## config.mk

```make
export PLATFORM = sky130hd
export DESIGN_NAME = ifu_redirect_ctrl
export DESIGN_NICKNAME = d
export VERILOG_FILES = /design/src/rtl/ifu_redirect_ctrl_pkg.sv /design/src/rtl/ifu_ras.sv /design/src/rtl/ifu_redirect_ctrl.sv
export SDC_FILE = /design/constraint.sdc
export NUM_CORES = 1
export LEC_CHECK = 0
export BUFFER_PORTS_ARGS = -buffer_cell sky130_fd_sc_hd__buf_2
export CORE_MARGIN = 3
export CORE_UTILIZATION = 45
export DETAILED_ROUTE_END_ITERATION = 7
export SLEW_MARGIN = 25
export SYNTH_ARGS = -nofsm -noshare
export SYNTH_HDL_FRONTEND = slang
export SYNTH_SLANG_ARGS = --single-unit
```

## constraint.sdc

```tcl
create_clock -name clk -period 5.7 [get_ports clk]
set_clock_uncertainty 0.15 [all_clocks]
set_input_delay 0.855 -clock clk [delete_from_list [all_inputs] [get_ports clk]]
set_output_delay 0.855 -clock clk [all_outputs]
set_load 0.01 [all_outputs]
```

## src/rtl/ifu_redirect_ctrl_pkg.sv

```systemverilog
// Shared types and constants for the IFU redirect controller.
// Holds the FSM state enum, fetch-group width and RAS depth default.
package ifu_redirect_ctrl_pkg;

    typedef enum logic {
        NORMAL  = 1'b0,
        WAIT_DS = 1'b1
    } state_e;

    localparam int FETCH_W       = 2;
    localparam int RAS_DEPTH_DEF = 8;

    // PC of slot idx within a group starting at base.
    function automatic logic [31:0] slot_pc(
        input logic [31:0] base,
        input logic        idx
    );
        return base + (idx ? 32'd4 : 32'd0);
    endfunction

endpackage

```

## src/rtl/ifu_ras.sv

```systemverilog
// Circular return address stack with saturating occupancy count.
// Ports: clk, rst, push_i, pop_i, push_data_i, top_o, empty_o.
//   A simultaneous pop and push pops first, then pushes.
//   A push when full overwrites the oldest entry.
module ifu_ras
    import ifu_redirect_ctrl_pkg::*;
#(
    parameter int DEPTH = RAS_DEPTH_DEF
) (
    input  logic        clk,
    input  logic        rst,
    input  logic        push_i,
    input  logic        pop_i,
    input  logic [31:0] push_data_i,
    output logic [31:0] top_o,
    output logic        empty_o
);

    localparam int PW = $clog2(DEPTH);
    localparam int CW = PW + 1;
    localparam logic [CW-1:0] FULL = CW'(DEPTH);

    logic [31:0]   ent_q [DEPTH];
    logic [PW-1:0] ptr_q;
    logic [PW-1:0] ptr_d;
    logic [PW-1:0] ptr_pop;
    logic [PW-1:0] top_idx;
    logic [CW-1:0] cnt_q;
    logic [CW-1:0] cnt_d;
    logic [CW-1:0] cnt_pop;

    // ptr_q is the next free slot; the top lives just below it.
    assign top_idx = ptr_q - PW'(1);
    assign top_o   = ent_q[top_idx];
    assign empty_o = (cnt_q == '0);

    always_comb begin
        ptr_pop = ptr_q;
        cnt_pop = cnt_q;
        if (pop_i && !empty_o) begin
            ptr_pop = ptr_q - PW'(1);
            cnt_pop = cnt_q - CW'(1);
        end
        ptr_d = ptr_pop;
        cnt_d = cnt_pop;
        if (push_i) begin
            ptr_d = ptr_pop + PW'(1);
            if (cnt_pop != FULL) begin
                cnt_d = cnt_pop + CW'(1);
            end
        end
    end

    always_ff @(posedge clk) begin
        if (rst) begin
            ptr_q <= '0;
            cnt_q <= '0;
            for (int i = 0; i < DEPTH; i++) begin
                ent_q[i] <= '0;
            end
        end else begin
            ptr_q <= ptr_d;
            cnt_q <= cnt_d;
            if (push_i) begin
                ent_q[ptr_pop] <= push_data_i;
            end
        end
    end

endmodule

```

## src/rtl/ifu_redirect_ctrl.sv

```systemverilog
// Front-end redirect controller: picks the first taken CT of a
// two-slot fetch group, honours the branch delay slot and issues a
// one-cycle registered redirect. Owns the RAS for jr $31.
// Ports: grp_* / slot_valid_i / pd_* / bpd_taken_i (fetch group in),
//   out_valid_o / out_slot_mask_o / out_ready_i (to instr queue),
//   redirect_o / redirect_pc_o (to PC gen), flush_i (backend kill).
module ifu_redirect_ctrl
    import ifu_redirect_ctrl_pkg::*;
#(
    parameter int RAS_DEPTH = RAS_DEPTH_DEF
) (
    input  logic        clk,
    input  logic        rst,
    input  logic        flush_i,
    input  logic        grp_valid_i,
    output logic        grp_ready_o,
    input  logic [31:0] grp_pc_i,
    input  logic [1:0]  slot_valid_i,
    input  logic [1:0]  pd_isJ_i,
    input  logic [1:0]  pd_isBr_i,
    input  logic [1:0]  pd_jr_i,
    input  logic [1:0]  pd_isLink_i,
    input  logic [1:0]  pd_isReturn_i,
    input  logic [63:0] pd_target_i,
    input  logic [1:0]  bpd_taken_i,
    output logic        out_valid_o,
    output logic [1:0]  out_slot_mask_o,
    input  logic        out_ready_i,
    output logic        redirect_o,
    output logic [31:0] redirect_pc_o
);

    state_e      state_q;
    state_e      state_d;
    logic        redirect_q;
    logic        redirect_d;
    logic [31:0] redirect_pc_q;
    logic [31:0] redirect_pc_d;
    logic [31:0] pend_pc_q;
    logic [31:0] pend_pc_d;

    logic [1:0]  ct;
    logic        ct_any;
    logic        c_idx;
    logic        c_jr;
    logic        c_ret;
    logic        c_link;
    logic        redir;
    logic [31:0] c_pc;
    logic [31:0] c_tgt;
    logic        acc;

    logic        ras_push;
    logic        ras_pop;
    logic [31:0] ras_top;
    logic        ras_empty;

    assign ct     = slot_valid_i
                  & (pd_isJ_i | (pd_isBr_i & bpd_taken_i));
    assign ct_any = |ct;
    assign c_idx  = ~ct[0];
    assign c_jr   = pd_jr_i[c_idx];
    assign c_ret  = pd_isReturn_i[c_idx];
    assign c_link = pd_isLink_i[c_idx];
    assign c_pc   = slot_pc(grp_pc_i, c_idx);

    assign c_tgt = c_jr ? ras_top
                 : (c_idx ? pd_target_i[63:32] : pd_target_i[31:0]);

    // Plain jr, or a return with nothing predicted, leaves the
    // target to the backend.
    assign redir = ct_any & (~c_jr | (c_ret & ~ras_empty));

    // Groups arriving under a redirect or flush are wrong-path:
    // consume and drop them.
    assign grp_ready_o = out_ready_i | redirect_q | flush_i;
    assign out_valid_o = grp_valid_i & ~redirect_q & ~flush_i;
    assign acc         = grp_valid_i & grp_ready_o & out_valid_o;

    always_comb begin
        state_d         = state_q;
        redirect_d      = 1'b0;
        redirect_pc_d   = redirect_pc_q;
        pend_pc_d       = pend_pc_q;
        out_slot_mask_o = slot_valid_i;
        ras_push        = 1'b0;
        ras_pop         = 1'b0;

        unique case (state_q)
            NORMAL: begin
                // Valid slots up to c always equal slot_valid_i
                // since slot 1 valid implies slot 0 valid.
                out_slot_mask_o = slot_valid_i;
                if (acc && ct_any) begin
                    ras_push = c_link;
                    ras_pop  = c_ret;
                end
                if (acc && redir) begin
                    if (!c_idx && slot_valid_i[1]) begin
                        redirect_d    = 1'b1;
                        redirect_pc_d = c_tgt;
                    end else begin
                        pend_pc_d = c_tgt;
                        state_d   = WAIT_DS;
                    end
                end
            end
            WAIT_DS: begin
                out_slot_mask_o = 2'b01;
                if (acc) begin
                    redirect_d    = 1'b1;
                    redirect_pc_d = pend_pc_q;
                    state_d       = NORMAL;
                end
            end
        endcase

        if (flush_i) begin
            state_d = NORMAL;
        end
    end

    always_ff @(posedge clk) begin
        if (rst) begin
            state_q       <= NORMAL;
            redirect_q    <= 1'b0;
            redirect_pc_q <= '0;
            pend_pc_q     <= '0;
        end else begin
            state_q       <= state_d;
            redirect_q    <= redirect_d;
            redirect_pc_q <= redirect_pc_d;
            pend_pc_q     <= pend_pc_d;
        end
    end

    assign redirect_o    = redirect_q;
    assign redirect_pc_o = redirect_pc_q;

    ifu_ras #(
        .DEPTH (RAS_DEPTH)
    ) u_ras (
        .clk         (clk),
        .rst         (rst),
        .push_i      (ras_push),
        .pop_i       (ras_pop),
        .push_data_i (c_pc + 32'd8),
        .top_o       (ras_top),
        .empty_o     (ras_empty)
    );

endmodule
```

==> impl_metrics.toml <==
[status]
status = "complete, no violations"

[logic_synthesis]
synth_cells = 1239
yosys_warnings = 0
synth_top_area_share_pct = 49.58
syn_area_um2 = 15500
synth-edff-count = 256
postSynthAreaPerCell_um2 = 12.51
ys_seq_area_share_pct = 59.01
ys_top_cells_by_count = "256 x edfxtp_1, 232 x nor2_1, 131 x mux2i_1, 114 x nor3_1, 86 x nand2_1"
syn_nets = 1359
synth_most_common_cell = "edfxtp_1"
synthDistinctLibCells = 56
ys_ff_latch = 329
yosys_most_used_dff = "edfxtp_1"
yosys.area.top_type = "edfxtp_1"
synthArstFlopShare_pct = 0
synthTopCellsByArea = "edfxtp_1 50%, dfxtp_1 9.4%, mux4_2 9.3%"

[critical_path]
worst_path_most_repeated_cell = "buf_4"
path_max_fanout = 33
end_kind = "flop"
cp.required_ns = 5.80
slowest_stage = "o32a_1"
critPathArrivalTime_ns = 4.27
critical_path_class = "reg -> reg"
path_cells = "inv_1 -> ha_2 -> buf_4 -> o32a_1 -> or3_1 -> buf_4 -> nand2_1 -> buf_4"
worst_path_largest_cell_delay_ns = 0.80
startpoint_type = "flop"

[clock_network]
clk_pin_slew_ns = 0.06
clkLatencyLatePin_ns = 0.52
cts_tree = "built"
clock_path_buffers = 3
htreeDepth = 2
cts_repair_resize_count = 0
cts_root_buffer = "clkbuf_16"
ctsHoldBuffers = 0
cts_sinks = 329
cts_buffers = 36
postCtsSetupBuffers = 0

[cells_and_area]
area_growth_pct = 15.72
layout.nets = 1486
insertedDiodeCount = 0
drive_gt1_share_pct = 22.83
fillCellCount = 2873

[global_routing]
grt_overflow_total = 0
grt_use_total_pct = 21.60
grt_max_degree = 73
grt_pass1_vias = 10350
grt_pass1_wl_um = 60780
antenna_found_initial = 1

[place]
numPortBuffers = 151
hpwl_um = 24510
dp_slack_ns = 1.080
gp_congestion = 0.7885

[flow_run]
maxCapViolations = 0

[floorplan]
dieArea_um2 = 36720
die_x_um = 191.6
rows = 67
io_pins = 152
fp.dieH_um = 191.6
core_area_um2 = 33780
start_util_pct = 45.89

[sta]
final.min_clock_period_ns = 4.167
fin_ws_ns = 1.533
fin_crit_sh_pct = 73.10
setup_viol = 0
max_freq_mhz = 240.0
rsz0062_at_grt = "no"
slew_viol_final = 0
final_hold_viol_count = 0
tightest_slew_ns = 0.9622
slew_headroom_pct = 35.36
setup_tns_ns = 0

[route]
drt-wirelength-per-cell_um = 21.61
firstDrtPassIters = 5
drc = 0
wirelength_um = 39790
ant_nets = 0
dr_total_vias = 10480
drtIter0Drc = 659
viasPerCell = 5.690

[power_and_ir_drop]
p_leak_nw = 6.655
cellPowerDensity_nw_per_um2 = 306.6
ir_drop_v = 0.0001746

[worst_hold_path]
hp-class = "reg -> reg"
==> registers in the layout, summed over array words and instances, names as in the netlist <==
| register | cells |
|---|---|
| u_ras.ptr_q | 3 |
| redirect_pc_o | 32 |
| u_ras.ent_q | 256 |
| u_ras.cnt_q | 4 |
| state_q | 1 |
| pend_pc_q | 32 |
| redirect_o | 1 |
==> power by group <==
group,internal [mW],switching [mW]
clock,1.35,0.933
combinational,0.210,0.338
sequential,2.65,0.0252
==> routing by layer <==
layer	routed length [um]	vias up	global-route usage, %	share of wire [%]
met5	13	-	0	0.033
met4	535	2	4.205	1.3
met3	2979	53	4.198	7.5
met2	18750	379	35.28	47
met1	17520	5187	30.51	44
li1	-	4855	-	-
==> through the flow <==
stage               hold slack [ns]  cells  util [%]  instance area, um^2  total power [mW]
CTS                          0.3264   1841     53.11                17940             5.539
global route                 0.3521   1841     53.11                17940             5.690
floorplan                    0.3077   1239         -                15500             3.058
finish                       0.3223   1841     53.11                17940             5.501
detailed placement           0.3189   1776     49.72                16800             3.275
global placement             0.3136   1776     49.71                16790             3.268
==> worst max-delay path: cells and delay by family, from the launching register on <==
family          cells  cell delay (ns)
flops               1             0.70
compound gates      1             0.80
simple gates        2             0.34
fa+ha+maj           1             0.58
buf+inv             4             1.31
==> layout make-up <==
class	count	area, um^2	share of cell area, %
flip-flops and latches	329	9153	51.01
clock buffers	42	923.4	5.146
clock inverters	23	222.7	1.241
repair buffers	183	1046	5.830
multi-input cells	796	5961	33.22
well taps	448	560.5	3.124
inverters	20	76.32	0.4254
==> layout by cell type (no fill, tap or decap), types with 5 or more instances in the layout <==
cell type,netlist,routed
buf_2,36,151
dfxtp_1,73,72
a21oi_1,7,6
inv_1,17,17
xnor2_1,11,11
a311oi_1,33,33
nand3_1,16,16
xor2_1,23,22
mux2i_1,131,130
buf_4,1,28
clkbuf_1,51,6
nor3_1,114,114
mux4_2,64,64
nand2_1,86,85
clkbuf_16,0,36
nand4_1,9,9
edfxtp_1,256,256
o21ai_0,11,9
clkinv_1,2,11
or3_1,6,6
clkinv_2,0,5
nor2_1,232,231
==> path summary, 6_finish.rpt <==
kind                                     start                  to  slack [ns]  cells past startpoint
worst max-delay path            u_ras.ptr_q[0]  u_ras.ent_q[2][15]        1.53                      8
worst max register to register  u_ras.ptr_q[0]  u_ras.ent_q[2][15]        1.53                      8
worst min-delay path              pend_pc_q[6]    redirect_pc_o[6]        0.32                      2
worst min register to register    pend_pc_q[6]    redirect_pc_o[6]        0.32                      2
==> cells by family (layout without fill, tap and decap cells) <==
kind of cell	Yosys count	after routing	synth area share, %
mux	195	195	17.75
fa+ha+maj	5	5	0.4035
buf+inv	114	268	3.220
simple gates	486	486	13.75
flops	329	329	59.01
xor+xnor	35	35	2.025
compound gates	75	75	3.841
Power figures use the tool's default switching activity.
